### config.mk
export PLATFORM = sky130hd
export DESIGN_NAME = pattern_gen
export DESIGN_NICKNAME = d
export VERILOG_FILES = /design/src/rtl/pattern_pkg.sv /design/src/rtl/pattern_line_counter.sv /design/src/rtl/pattern_gen.sv
export SDC_FILE = /design/constraint.sdc
export NUM_CORES = 1
export LEC_CHECK = 0
export CORE_ASPECT_RATIO = 0.9
export CORE_MARGIN = 5
export CORE_UTILIZATION = 45
export CTS_CLUSTER_DIAMETER = 30
export DETAILED_ROUTE_END_ITERATION = 6
export GPL_TIMING_DRIVEN = 0
export PLACE_DENSITY = 0.76
export SYNTH_ARGS = -nofsm -noshare
export SYNTH_HDL_FRONTEND = slang
export SYNTH_SLANG_ARGS = --single-unit
### constraint.sdc
create_clock -name pix_clk -period 1.3 [get_ports pix_clk]
set_input_delay 0.26 -clock pix_clk [delete_from_list [all_inputs] [get_ports pix_clk]]
set_output_delay 0.26 -clock pix_clk [all_outputs]
set_load 0.01 [all_outputs]
### src/rtl/pattern_pkg.sv
// Shared definitions for the test-pattern generator: pattern select codes
// and the packed pixel type used at the video interface.
package pattern_pkg;

    localparam int PKG_COLOR_W = 8;

    typedef enum logic [1:0] {
        MODE_BARS  = 2'd0,
        MODE_CHECK = 2'd1,
        MODE_RAMP  = 2'd2,
        MODE_SOLID = 2'd3
    } mode_e;

    typedef struct packed {
        logic [PKG_COLOR_W-1:0] r;
        logic [PKG_COLOR_W-1:0] g;
        logic [PKG_COLOR_W-1:0] b;
    } rgb_t;

endpackage

### src/rtl/pattern_line_counter.sv
// Positional per-line counters: colour-bar index and horizontal grey ramp.
// Both restart whenever data_en is low, so they never depend on column.
module pattern_line_counter
    import pattern_pkg::*;
#(
    parameter int COORD_W  = 11,
    parameter int COLOR_W  = 8,
    parameter int H_ACTIVE = 1280,
    parameter int NUM_BARS = 8,
    parameter int GRAD_DIV = 5
) (
    input  logic               pix_clk,
    input  logic               resetn,
    input  logic               data_en,
    output logic [2:0]         bar_idx,
    output logic [COLOR_W-1:0] ramp
);

    localparam int BAR_W = H_ACTIVE / NUM_BARS;
    localparam int DIV_W = $clog2(GRAD_DIV) + 1;
    localparam logic [COORD_W-1:0] BAR_PX_LAST = COORD_W'(BAR_W - 1);
    localparam logic [DIV_W-1:0]   DIV_LAST    = DIV_W'(GRAD_DIV - 1);
    localparam logic [2:0]         BAR_LAST    = 3'(NUM_BARS - 1);

    logic [COORD_W-1:0] bar_px;
    logic [DIV_W-1:0]   div_cnt;

    function automatic logic [2:0] sat_bar(input logic [2:0] v);
        return (v == BAR_LAST) ? v : v + 3'd1;
    endfunction

    function automatic logic [COLOR_W-1:0] sat_ramp(input logic [COLOR_W-1:0] v);
        return (&v) ? v : v + 1'b1;
    endfunction

    // Counters advance once per active pixel; overlong lines saturate.
    always_ff @(posedge pix_clk or negedge resetn) begin
        if (!resetn) begin
            bar_px  <= '0;
            bar_idx <= '0;
            div_cnt <= '0;
            ramp    <= '0;
        end else if (!data_en) begin
            bar_px  <= '0;
            bar_idx <= '0;
            div_cnt <= '0;
            ramp    <= '0;
        end else begin
            if (bar_px == BAR_PX_LAST) begin
                bar_px  <= '0;
                bar_idx <= sat_bar(bar_idx);
            end else begin
                bar_px <= bar_px + 1'b1;
            end
            if (div_cnt == DIV_LAST) begin
                div_cnt <= '0;
                ramp    <= sat_ramp(ramp);
            end else begin
                div_cnt <= div_cnt + 1'b1;
            end
        end
    end

endmodule

### src/rtl/pattern_gen.sv
// Run-time selectable video test patterns (bars, checker, ramp, solid) with
// one-cycle registered RGB and re-timed sync; mode changes land on vsync.
module pattern_gen
    import pattern_pkg::*;
#(
    parameter int COORD_W    = 11,
    parameter int COLOR_W    = 8,
    parameter int H_ACTIVE   = 1280,
    parameter int NUM_BARS   = 8,
    parameter int CHECK_LOG2 = 5,
    parameter int GRAD_DIV   = 5,
    parameter bit ANIMATE    = 1'b1,
    parameter int FLIP_LOG2  = 5,
    parameter bit VSYNC_POL  = 1'b1
) (
    input  logic                 pix_clk,
    input  logic                 resetn,
    input  logic [COORD_W-1:0]   column,
    input  logic [COORD_W-1:0]   row,
    input  logic                 data_en,
    input  logic                 hsync,
    input  logic                 vsync,
    input  logic [1:0]           mode,
    input  logic [3*COLOR_W-1:0] solid_rgb,
    output logic [COLOR_W-1:0]   red,
    output logic [COLOR_W-1:0]   green,
    output logic [COLOR_W-1:0]   blue,
    output logic                 data_en_o,
    output logic                 hsync_o,
    output logic                 vsync_o,
    output logic [7:0]           frame_cnt
);

    typedef struct packed {
        logic [COLOR_W-1:0] r;
        logic [COLOR_W-1:0] g;
        logic [COLOR_W-1:0] b;
    } pix_t;

    localparam int BAR_SHIFT = 3 - $clog2(NUM_BARS);

    mode_e                mode_q;
    logic [3*COLOR_W-1:0] solid_q;
    logic [2:0]           bar_idx;
    logic [COLOR_W-1:0]   ramp;
    logic [2:0]           bar_code_p0;
    logic                 chk_p0;
    logic                 frame_evt_p0;
    pix_t                 pix_p0;
    logic                 unused_coord;

    // Only one bit of each coordinate feeds the checker.
    assign unused_coord = ^{column, row};

    pattern_line_counter #(
        .COORD_W  (COORD_W),
        .COLOR_W  (COLOR_W),
        .H_ACTIVE (H_ACTIVE),
        .NUM_BARS (NUM_BARS),
        .GRAD_DIV (GRAD_DIV)
    ) u_line_counter (
        .pix_clk (pix_clk),
        .resetn  (resetn),
        .data_en (data_en),
        .bar_idx (bar_idx),
        .ramp    (ramp)
    );

    // Stage p0: vsync_o doubles as the previous vsync sample.
    assign frame_evt_p0 = (vsync_o != VSYNC_POL) && (vsync == VSYNC_POL);
    assign bar_code_p0  = 3'(bar_idx << BAR_SHIFT);
    assign chk_p0       = column[CHECK_LOG2] ^ row[CHECK_LOG2] ^ (ANIMATE & frame_cnt[FLIP_LOG2]);

    always_comb begin
        pix_p0 = '0;
        case (mode_q)
            MODE_BARS: begin
                pix_p0.r = {COLOR_W{bar_code_p0[2]}};
                pix_p0.g = {COLOR_W{bar_code_p0[1]}};
                pix_p0.b = {COLOR_W{bar_code_p0[0]}};
            end
            MODE_CHECK: pix_p0 = {3*COLOR_W{chk_p0}};
            MODE_RAMP:  pix_p0 = {ramp, ramp, ramp};
            MODE_SOLID: pix_p0 = pix_t'(solid_q);
            default:    pix_p0 = '0;
        endcase
    end

    // Stage p1: registered outputs, frame-synchronous mode capture.
    always_ff @(posedge pix_clk or negedge resetn) begin
        if (!resetn) begin
            red       <= '0;
            green     <= '0;
            blue      <= '0;
            data_en_o <= 1'b0;
            hsync_o   <= 1'b0;
            vsync_o   <= 1'b0;
            frame_cnt <= '0;
            mode_q    <= MODE_BARS;
            solid_q   <= '0;
        end else begin
            data_en_o <= data_en;
            hsync_o   <= hsync;
            vsync_o   <= vsync;
            {red, green, blue} <= data_en ? pix_p0 : '0;
            if (frame_evt_p0) begin
                mode_q    <= mode_e'(mode);
                solid_q   <= solid_rgb;
                frame_cnt <= frame_cnt + 8'd1;
            end
        end
    end

endmodule

### Word-level counts from Yosys, hierarchy flattened

Cells that the tools add are included.

* register bits: 87
* bits of input ports: 53
* output and inout port bits: 35
* word-level logic and storage cells: 48

* add/sub/neg operators: 5
* equal/unequal tests: 10
* muxes and demuxes: 12
* bitwise gates (word level): 3
* reduce and logical (&&, ||, !) cells: 5

Operators with widths (count)
* case mux 24 bit (4 select lines): 1
* two-way mux 24 bit: 1
* two-way mux 8 bit: 3
* two-way mux 11 bit: 2
* adder 8 x 1 -> 8 bit, second input constant: 2
* adder 11 x 1 -> 11 bit, second input constant: 1
* equality test 11 x 8 -> 1 bit, second input constant: 1
* two-way mux 3 bit: 3
* two-way mux 4 bit: 2
* AND reduction 8 bit: 1
* adder 4 x 1 -> 4 bit, second input constant: 1
* equality test 2 bit, second input constant: 2
* equality test 4 x 3 -> 1 bit, second input constant: 1
* != test 2 x 1 -> 1 bit, second input constant: 2
* != test 2 bit, second input constant: 2
* AND reduction 2 bit: 2
* adder 3 x 1 -> 3 bit, second input constant: 1
* equality test 3 bit, second input constant: 1
* equality test 2 x 1 -> 1 bit, second input constant: 1
* logical NOT 2 bit: 1
* XOR 1 bit: 2
* logical AND 1 bit: 1
* inverter 1 bit: 1

### Depth between registers and ports, before layout

Gate-level depths: netlist (run 1).

* depth in word-level cells: 4
* depth in mapped cells: 6
* depth with buffers taken out: 6

### Hierarchy

From an unflattened synthesis (run 1), not the netlist that was laid out.

* cells, all modules: 334
* area, all modules: 3926.3 µm²

Modules (own cells, without submodules)
* pattern_gen: instances 1, cells an instance 203, area each 2552.4 µm², sequential area each 1526.5 µm²
* pattern_line_counter: instances 1, cells an instance 131, area each 1373.8 µm², sequential area each 650.6 µm²

### Worst setup path before layout (run 1)

Ideal clock, no wire load.

* path kind: flip-flop to flip-flop
* start point: reg u_line_counter.div_cnt[0]
* end point: reg u_line_counter.ramp[7]
* setup time: 0.140 ns
* arrival: 1.341 ns
* data required time: 1.160 ns
* path slack: -0.180 ns
* stages on the path, launching flop included: 7
* buffers on the path: 0
* period minus slack after synthesis: 1.480 ns
* path through: dfrtp_1 inv_1 ha_1 and3b_2 o2111ai_4 o311ai_0 o41ai_1

* cells in the longest elaborated chain, start to end: 3

Ends and longest elaborated chain
* start, declared: RTL line pattern_line_counter.sv:26 `logic [DIV_W-1:0] div_cnt;`
* start signal, assigned: RTL line pattern_line_counter.sv:59 `div_cnt <= div_cnt + 1'b1;`
* equality test 4 x 3 -> 1 bit: RTL line pattern_line_counter.sv:55 `if (div_cnt == DIV_LAST) begin`
* != test 2 x 1 -> 1 bit (no line)
* AND reduction 2 bit (no line)
* end signal, assigned: RTL line pattern_line_counter.sv:57 `ramp <= sat_ramp(ramp);`
* end, declared: RTL line pattern_line_counter.sv:16 `output logic [COLOR_W-1:0] ramp`

No other way between the ends.
A chain may end at the register's enable or synchronous reset.

### Worst setup path after layout (run 1)

* start point: reg u_line_counter.div_cnt[0]
* end point: reg u_line_counter.ramp[5]

The elaborated chain is that of the path after synthesis.

==> impl_metrics.py, run 1 <==
metrics = {
    "layout": {
        "post-route-util": 0.695,
        "instances_no_fill": 534,
        "layout-drive-gt1-share": 0.395,
        "area_growth_pct": 51.4,
        "nFillCells": 529,
        "antenna_cells": 0,
        "final_net_count": 491,
    },
    "worst_setup_path": {
        "end_kind": "register",
        "worstSetupPathType": "reg2reg",
        "crit_path_top_delay_cell": "dfrtp_1",
        "r2r_cells": 6,
        "critPathMaxFanout": 6,
        "worst_r2r_endpoint": "u_line_counter.ramp[5]$_DFFE_PN0P_",
        "crit_buf_inv": 1,
        "path_cells": "inv_1 -> ha_1 -> and3b_2 -> o2111ai_4 -> o311ai_2 -> o41ai_1",
        "rrSetupSlack_ps": -280,
        "crit_family": "compound AO/OA/AOI/OAI gates",
        "crit_arrival_ps": 1800,
        "timing.rr.start": "u_line_counter.div_cnt[0]$_DFF_PN0_",
        "required_ps": 1520,
        "cp-start-kind": "register",
        "cpPeakStageDelay_ps": 380,
    },
    "logic_synthesis": {
        "syn_inst": 310,
        "yosysTopAreaCell": "dfrtp_1",
        "ys_seq_area_frac": 0.591,
        "yosys-top-cells-area": "dfrtp_1 (59%), mux2_2 (8.3%), a21oi_1 (3.7%), nor3_1 (3.7%), xnor2_1 (3.1%)",
        "synth-main-ff-cell": "dfrtp_1",
        "syn_area_sq_mm": 0.00368,
        "synth.ff_latch_count": 87,
        "synth_enable_flop_cells": 0,
        "avgSynthCellArea_sq_um": 11.9,
        "synthDistinctLibCells": 37,
        "synth_fp_nets": 370,
        "ys_warn_count": 0,
        "ys_async_sr_fraction": 1.00,
        "synth_top_area_frac": 0.591,
    },
    "min_path": {
        "min_from": "vsync",
        "holdPathStages": 1,
        "min_to": "vsync_o$_DFF_PN0_",
        "hold_class": "in2reg",
    },
    "sta": {
        "post-route-period-util": 1.21,
        "slew_violations": 0,
        "worst_pin_slew_ps": 553,
        "final_hold_viol_count": 0,
        "whs_ps": 63.7,
        "setup_viol": 36,
        "period_needed_ps": 1580,
        "fin_ws_ps": -277,
        "rsz0062_at_grt": "yes",
        "fmax_mhz": 634,
        "finClkSkew_ps": 14.3,
        "slew-limit-headroom": 0.631,
    },
    "place": {
        "port_buffers": 67,
        "dp_hpwl_microns": 6030,
        "placed_cells": 477,
        "place_congestion": 0.845,
    },
    "cts": {
        "path_clk_slew_ps": 80,
        "cts_made_buffers": 9,
        "clockBufferDepth": 2,
        "htree_num_levels": 3,
        "clock-sinks": 87,
        "clk_latency_ps": 360,
        "cts-root-buf": "clkbuf_8",
        "tritoncts": "built",
    },
    "global_route": {
        "grt_pass1_vias": 2916,
        "antenna_found_initial": 0,
        "grt_pass1_wl_microns": 14800,
        "grt_use_total": 0.186,
        "overflow": 0,
        "grt_max_degree": 48,
    },
    "die": {
        "dieArea_sq_mm": 0.0101,
        "core_sq_mm": 0.00803,
        "start_util": 0.459,
        "die_w_microns": 105,
        "die_y_microns": 95.8,
        "pin_count": 88,
        "rows": 31,
    },
    "power_and_ir_drop": {
        "p_total_w": 0.00715,
        "leakage_nw": 2.41,
        "peakVddDrop_mv": 0.878,
        "powerDensity_mw_per_mm2": 1280,
    },
    "job": {
        "max-cap-violations": 0,
    },
    "detailed_routing": {
        "ant_nets": 0,
        "wire_per_inst_microns": 18.5,
        "vias": 2916,
        "wl_microns": 9870,
        "via_per_inst": 5.46,
        "dr.pass1.iters": 4,
        "drt_iter0_drc": 230,
        "drc": 0,
    },
    "run_status": {
        "violations": "negative setup slack",
        "outcome": "complete, but fails checks",
    },
}
[metal layers]
metal	up-vias	track usage	wire length [microns]
met5	-	0	0
met4	0	0.0601	160
met3	19	0.0423	543
met2	110	0.313	4910
li1	1334	-	-
met1	1453	0.240	4250
[sequential cells by signal, summed over array words and instances (netlist names), 3 cells and up]
signal,count
solid_q,24
u_line_counter.bar_px,11
blue,8
frame_cnt,8
green,8
red,8
u_line_counter.ramp,8
u_line_counter.div_cnt,4
u_line_counter.bar_idx,3
[Yosys cell counts, types with 3 or more instances]
cell type and number:
clkbuf_1 3, o31ai_1 3, xor2_1 8, nand2_1 16, o21ai_0 13, nand4_1 4, dfrtp_1 87, nand3_1 9
nor2_1 17, and3_1 4, ha_1 7, mux2_2 27, inv_1 10, a21oi_1 27, nor3_1 27, buf_2 6
buf_6 4, xnor2_1 13
[final cells by class]
class	instances	area, sq um	share of cell area
Tap cell	99	124	0.0222
Sequential cell	87	2180	0.391
Inverter	11	41.3	0.00740
Multi-Input combinational cell	199	1800	0.323
Clock inverter	5	58.8	0.0105
Clock buffer	10	138	0.0247
Timing Repair Buffer	110	1080	0.194
Buffer	13	146	0.0262
[how the worst max path moves through the flow]
stage	from	end	cells after the start	slack (ps)
after floorplan	u_line_counter.div_cnt[0]$_DFF_PN0_	u_line_counter.ramp[3]$_DFFE_PN0P_	6	-170
after global placement	resetn	frame_cnt[6]$_DFFE_PN0P_	1	-3130
after detailed placement	column[5]	red[5]$_DFF_PN0_	6	-570
after CTS	u_line_counter.div_cnt[0]$_DFF_PN0_	u_line_counter.ramp[3]$_DFFE_PN0P_	6	-260
after global routing	u_line_counter.div_cnt[0]$_DFF_PN0_	u_line_counter.ramp[3]$_DFFE_PN0P_	6	-350
final	u_line_counter.div_cnt[0]$_DFF_PN0_	u_line_counter.ramp[5]$_DFFE_PN0P_	6	-280
[logic make-up after synthesis]
kind of cell             count (synthesis)  share of synthesized area
flip-flops                              87                      0.591
adder cells (fa/ha/maj)                  7                     0.0238
buffers and inverters                   24                     0.0346
XOR/XNOR                                21                     0.0499
AND/OR/NAND/NOR                         91                      0.128
AO/OA/AOI/OAI                           53                     0.0900
multiplexers                            27                     0.0825
[power breakdown]
group	switching, W	leakage, nW	internal [W]	total, W
registers	0.000200	1.11	0.00304	0.00324
clock network	0.000951	0.0944	0.000929	0.00188
logic	0.000976	1.21	0.00105	0.00203
[layout by cell type (no fill, tap or decap), drive strengths merged, types with 9 or more instances in the layout]
cell           synthesis  routed
dfrtp                 87      87
buf                   10      53
clkdlybuf4s50          0      28
mux2                  27      27
a21oi                 27      27
nor3                  27      27
clkdlybuf4s15          0      21
nor2                  17      17
clkbuf                 3      17
nand2                 16      16
xnor2                 13      13
o21ai                 13      13
dlygate4sd2            0      12
inv                   11      11
nand3                  9       9
[timing repair]
item / 4_1_cts / 5_1_grt
hold endpoints to repair: 40 / 0
setup buffers: 25 / 14
endpoints found under the setup margin: 105 / 68
hold buffers: 1 / 0
gates resized for setup: 124 / 62
pin swaps: 32 / 17
gates cloned: 2 / 0
[through the flow]
stage          instance area, sq um  worst slack (ps)  setup TNS, ps
6_report                       5580              -277          -2560
5_1_grt                        5580              -346          -4720
4_1_cts                        5250              -259          -2110
3_5_place_dp                   4530              -569         -32490
3_3_place_gp                   4510             -3130        -301800
2_1_floorplan                  3710              -174           -630
Power figures use the tool's default switching activity.
==> run 2, diff against run 1 <==
--- a/config.mk
+++ b/config.mk
@@ -11,7 +11,7 @@
 export CTS_CLUSTER_DIAMETER = 30
 export DETAILED_ROUTE_END_ITERATION = 6
 export GPL_TIMING_DRIVEN = 0
-export PLACE_DENSITY = 0.76
+export PLACE_DENSITY_LB_ADDON = 0.05
 export SYNTH_ARGS = -nofsm -noshare
 export SYNTH_HDL_FRONTEND = slang
 export SYNTH_SLANG_ARGS = --single-unit
==> run 2 against run 1 <==
The flow still finishes with violations (negative setup slack). Clock skew decreased by 7.0 ps. Total power up 2.8%. Worst hold slack improved by 100 ps. Final cell count is 0.37% higher. Worst setup slack improved by 26 ps. Critical path depth did not move. Wire length down 3.2%. Final area is 1.4% higher. First-iteration DRC count fell by 62%. Via count fell by 3.0%. Register-to-register slack improved by 30 ps. Clock-buffer cell count is 2 higher.
==> impl_metrics.py, run 2 (same netlist as run 1, synthesis figures left out) <==
metrics = {
    "run_status": {
        "outcome": "complete, but fails checks",
        "violations": "negative setup slack",
    },
    "power_and_ir_drop": {
        "comb_power_share": 0.287,
        "seqPwrFrac": 0.439,
        "p_sw_w": 0.00211,
        "peakVddDrop_mv": 1.00,
        "clockPowerShare": 0.273,
        "switching_share": 0.288,
        "p_int_w": 0.00524,
        "leakage_nw": 2.52,
        "powerDensity_mw_per_mm2": 1300,
    },
    "place": {
        "port_buffers": 67,
        "place_congestion": 0.800,
        "placed_cells": 477,
        "dp_hpwl_microns": 5880,
    },
    "cts": {
        "cts_made_buffers": 9,
        "cts-root-buf": "clkbuf_8",
        "clk_latency_ps": 360,
        "path_clk_slew_ps": 80,
        "clock-sinks": 87,
        "clockBufferDepth": 2,
        "htree_num_levels": 3,
        "tritoncts": "built",
    },
    "sta": {
        "worst_pin_slew_ps": 564,
        "slew-limit-headroom": 0.624,
        "fin_setup_tns_ps": -2110,
        "setup_viol": 40,
        "period_needed_ps": 1550,
        "finClkSkew_ps": 7.22,
        "fin_ws_ps": -251,
        "slew_violations": 0,
        "final_hold_viol_count": 0,
        "rsz0062_at_grt": "yes",
        "fmax_mhz": 645,
        "post-route-period-util": 1.19,
    },
    "min_path": {
        "min_to": "data_en_o$_DFF_PN0_",
        "holdPathStages": 1,
        "min_from": "data_en",
        "hold_class": "in2reg",
    },
    "detailed_routing": {
        "drc": 0,
        "drt_iter0_drc": 88,
        "vias": 2829,
        "wl_microns": 9550,
        "via_per_inst": 5.28,
        "dr.pass1.iters": 4,
        "wire_per_inst_microns": 17.8,
        "ant_nets": 0,
    },
    "global_route": {
        "grt_pass1_vias": 2871,
        "grt_pass1_wl_microns": 14500,
        "overflow": 0,
        "grt_use_total": 0.186,
        "grt_max_degree": 46,
        "antenna_found_initial": 0,
    },
    "layout": {
        "final_cell_mix": "dfrtp_1 (84), buf_4 (29), clkdlybuf4s50_1 (28), a21oi_1 (26), dlygate4sd2_1 (20)",
        "area_growth_pct": 53.5,
        "antenna_cells": 0,
        "layout_commonest_cell": "dfrtp_1",
        "nFillCells": 581,
        "largest_registers": "solid_q x24, u_line_counter.bar_px x11",
        "final_net_count": 492,
        "layout-drive-gt1-share": 0.394,
        "instances_no_fill": 536,
        "largest-register": "solid_q",
        "largest_reg_flops": 24,
    },
    "worst_setup_path": {
        "end_kind": "register",
        "crit_path_top_delay_cell": "dfrtp_1",
        "r2r_cells": 6,
        "crit_arrival_ps": 1840,
        "worst_r2r_endpoint": "u_line_counter.ramp[3]$_DFFE_PN0P_",
        "critPathMaxFanout": 5,
        "cpPeakStageDelay_ps": 380,
        "cp-start-kind": "register",
        "rrSetupSlack_ps": -250,
        "timing.rr.start": "u_line_counter.div_cnt[0]$_DFF_PN0_",
        "worstSetupPathType": "reg2reg",
        "required_ps": 1580,
        "path_cells": "inv_1 -> ha_2 -> and3b_2 -> o2111ai_4 -> or3_1 -> a21oi_1",
    },
    "die": {
        "die_y_microns": 95.8,
        "pin_count": 88,
        "core_sq_mm": 0.00803,
        "rows": 31,
        "dieArea_sq_mm": 0.0101,
        "die_w_microns": 105,
        "start_util": 0.459,
    },
    "job": {
        "max-cap-violations": 0,
    },
}
==> run 2: worst max-delay path: cells and delay by family (launching register included) <==
| family | cells | cell delay (ps) |
|---|---|---|
| buffers and inverters | 1 | 60 |
| flip-flops | 1 | 380 |
| AO/OA/AOI/OAI | 2 | 300 |
| AND/OR/NAND/NOR | 2 | 570 |
| adder cells (fa/ha/maj) | 1 | 170 |
==> run 2: repair_timing <==
| item | in CTS | in global routing |
|---|---|---|
| pin swaps | 19 | 33 |
| hold endpoints to repair | 42 | 0 |
| setup endpoints to repair | 104 | 72 |
| gates cloned | 2 | 2 |
| resized for setup | 115 | 81 |
| buffers inserted | 27 | 11 |
| hold buffers | 1 | 0 |
==> run 2: power groups by stage <==
stage / Sequential (W) / Combinational, W / Clock, W
floorplan: 0.00338 / 0.000619 / 0
global placement: 0.00332 / 0.00142 / 0
detailed placement: 0.00332 / 0.00145 / 0
CTS: 0.00321 / 0.00180 / 0.00204
global route: 0.00327 / 0.00228 / 0.00216
finish: 0.00323 / 0.00211 / 0.00201
==> run 2: routing by layer <==
layer | up-vias | GRT usage | wire (microns) | share of wire
li1 | 1341 | - | - | -
met1 | 1401 | 0.247 | 4270 | 0.45
met2 | 74 | 0.297 | 4540 | 0.48
met3 | 13 | 0.0469 | 599 | 0.063
met4 | 0 | 0.0699 | 141 | 0.015
met5 | - | 0 | 0 | 0
==> run 2: worst max-delay path by stage <==
stage	endpoint	start	slack (ps)	depth (start not counted)
5_1_grt	u_line_counter.ramp[3]$_DFFE_PN0P_	u_line_counter.div_cnt[0]$_DFF_PN0_	-310	6
2_1_floorplan	u_line_counter.ramp[3]$_DFFE_PN0P_	u_line_counter.div_cnt[0]$_DFF_PN0_	-170	6
3_5_place_dp	frame_cnt[6]$_DFFE_PN0P_	vsync	-590	6
6_report	u_line_counter.ramp[3]$_DFFE_PN0P_	u_line_counter.div_cnt[0]$_DFF_PN0_	-250	6
3_3_place_gp	frame_cnt[7]$_DFFE_PN0P_	resetn	-3220	1
4_1_cts	u_line_counter.ramp[3]$_DFFE_PN0P_	u_line_counter.div_cnt[0]$_DFF_PN0_	-250	6
==> run 2: metrics by stage <==
step / total power [W] / instance area, sq um / worst slack, ps / hold slack (ps) / util
after global placement: 0.00474 / 4510 / -3220 / 467 / 0.561
final: 0.00735 / 5650 / -251 / 166 / 0.704
after detailed placement: 0.00478 / 4530 / -586 / 292 / 0.565
after CTS: 0.00705 / 5170 / -253 / 150 / 0.644
after floorplan: 0.00400 / 3710 / -174 / -35.6 / -
after global routing: 0.00771 / 5650 / -315 / 161 / 0.704
==> run 2: final cells by class <==
class	instances	area, sq um	area share
flip-flops and latches	87	2180	0.386
plain buffers	13	140	0.0248
inverters	11	41.3	0.00730
repair buffers	111	1120	0.198
clock inverters	4	70.1	0.0124
clock buffers	12	135	0.0239
multi-input cells	199	1840	0.326
well taps	99	124	0.0219
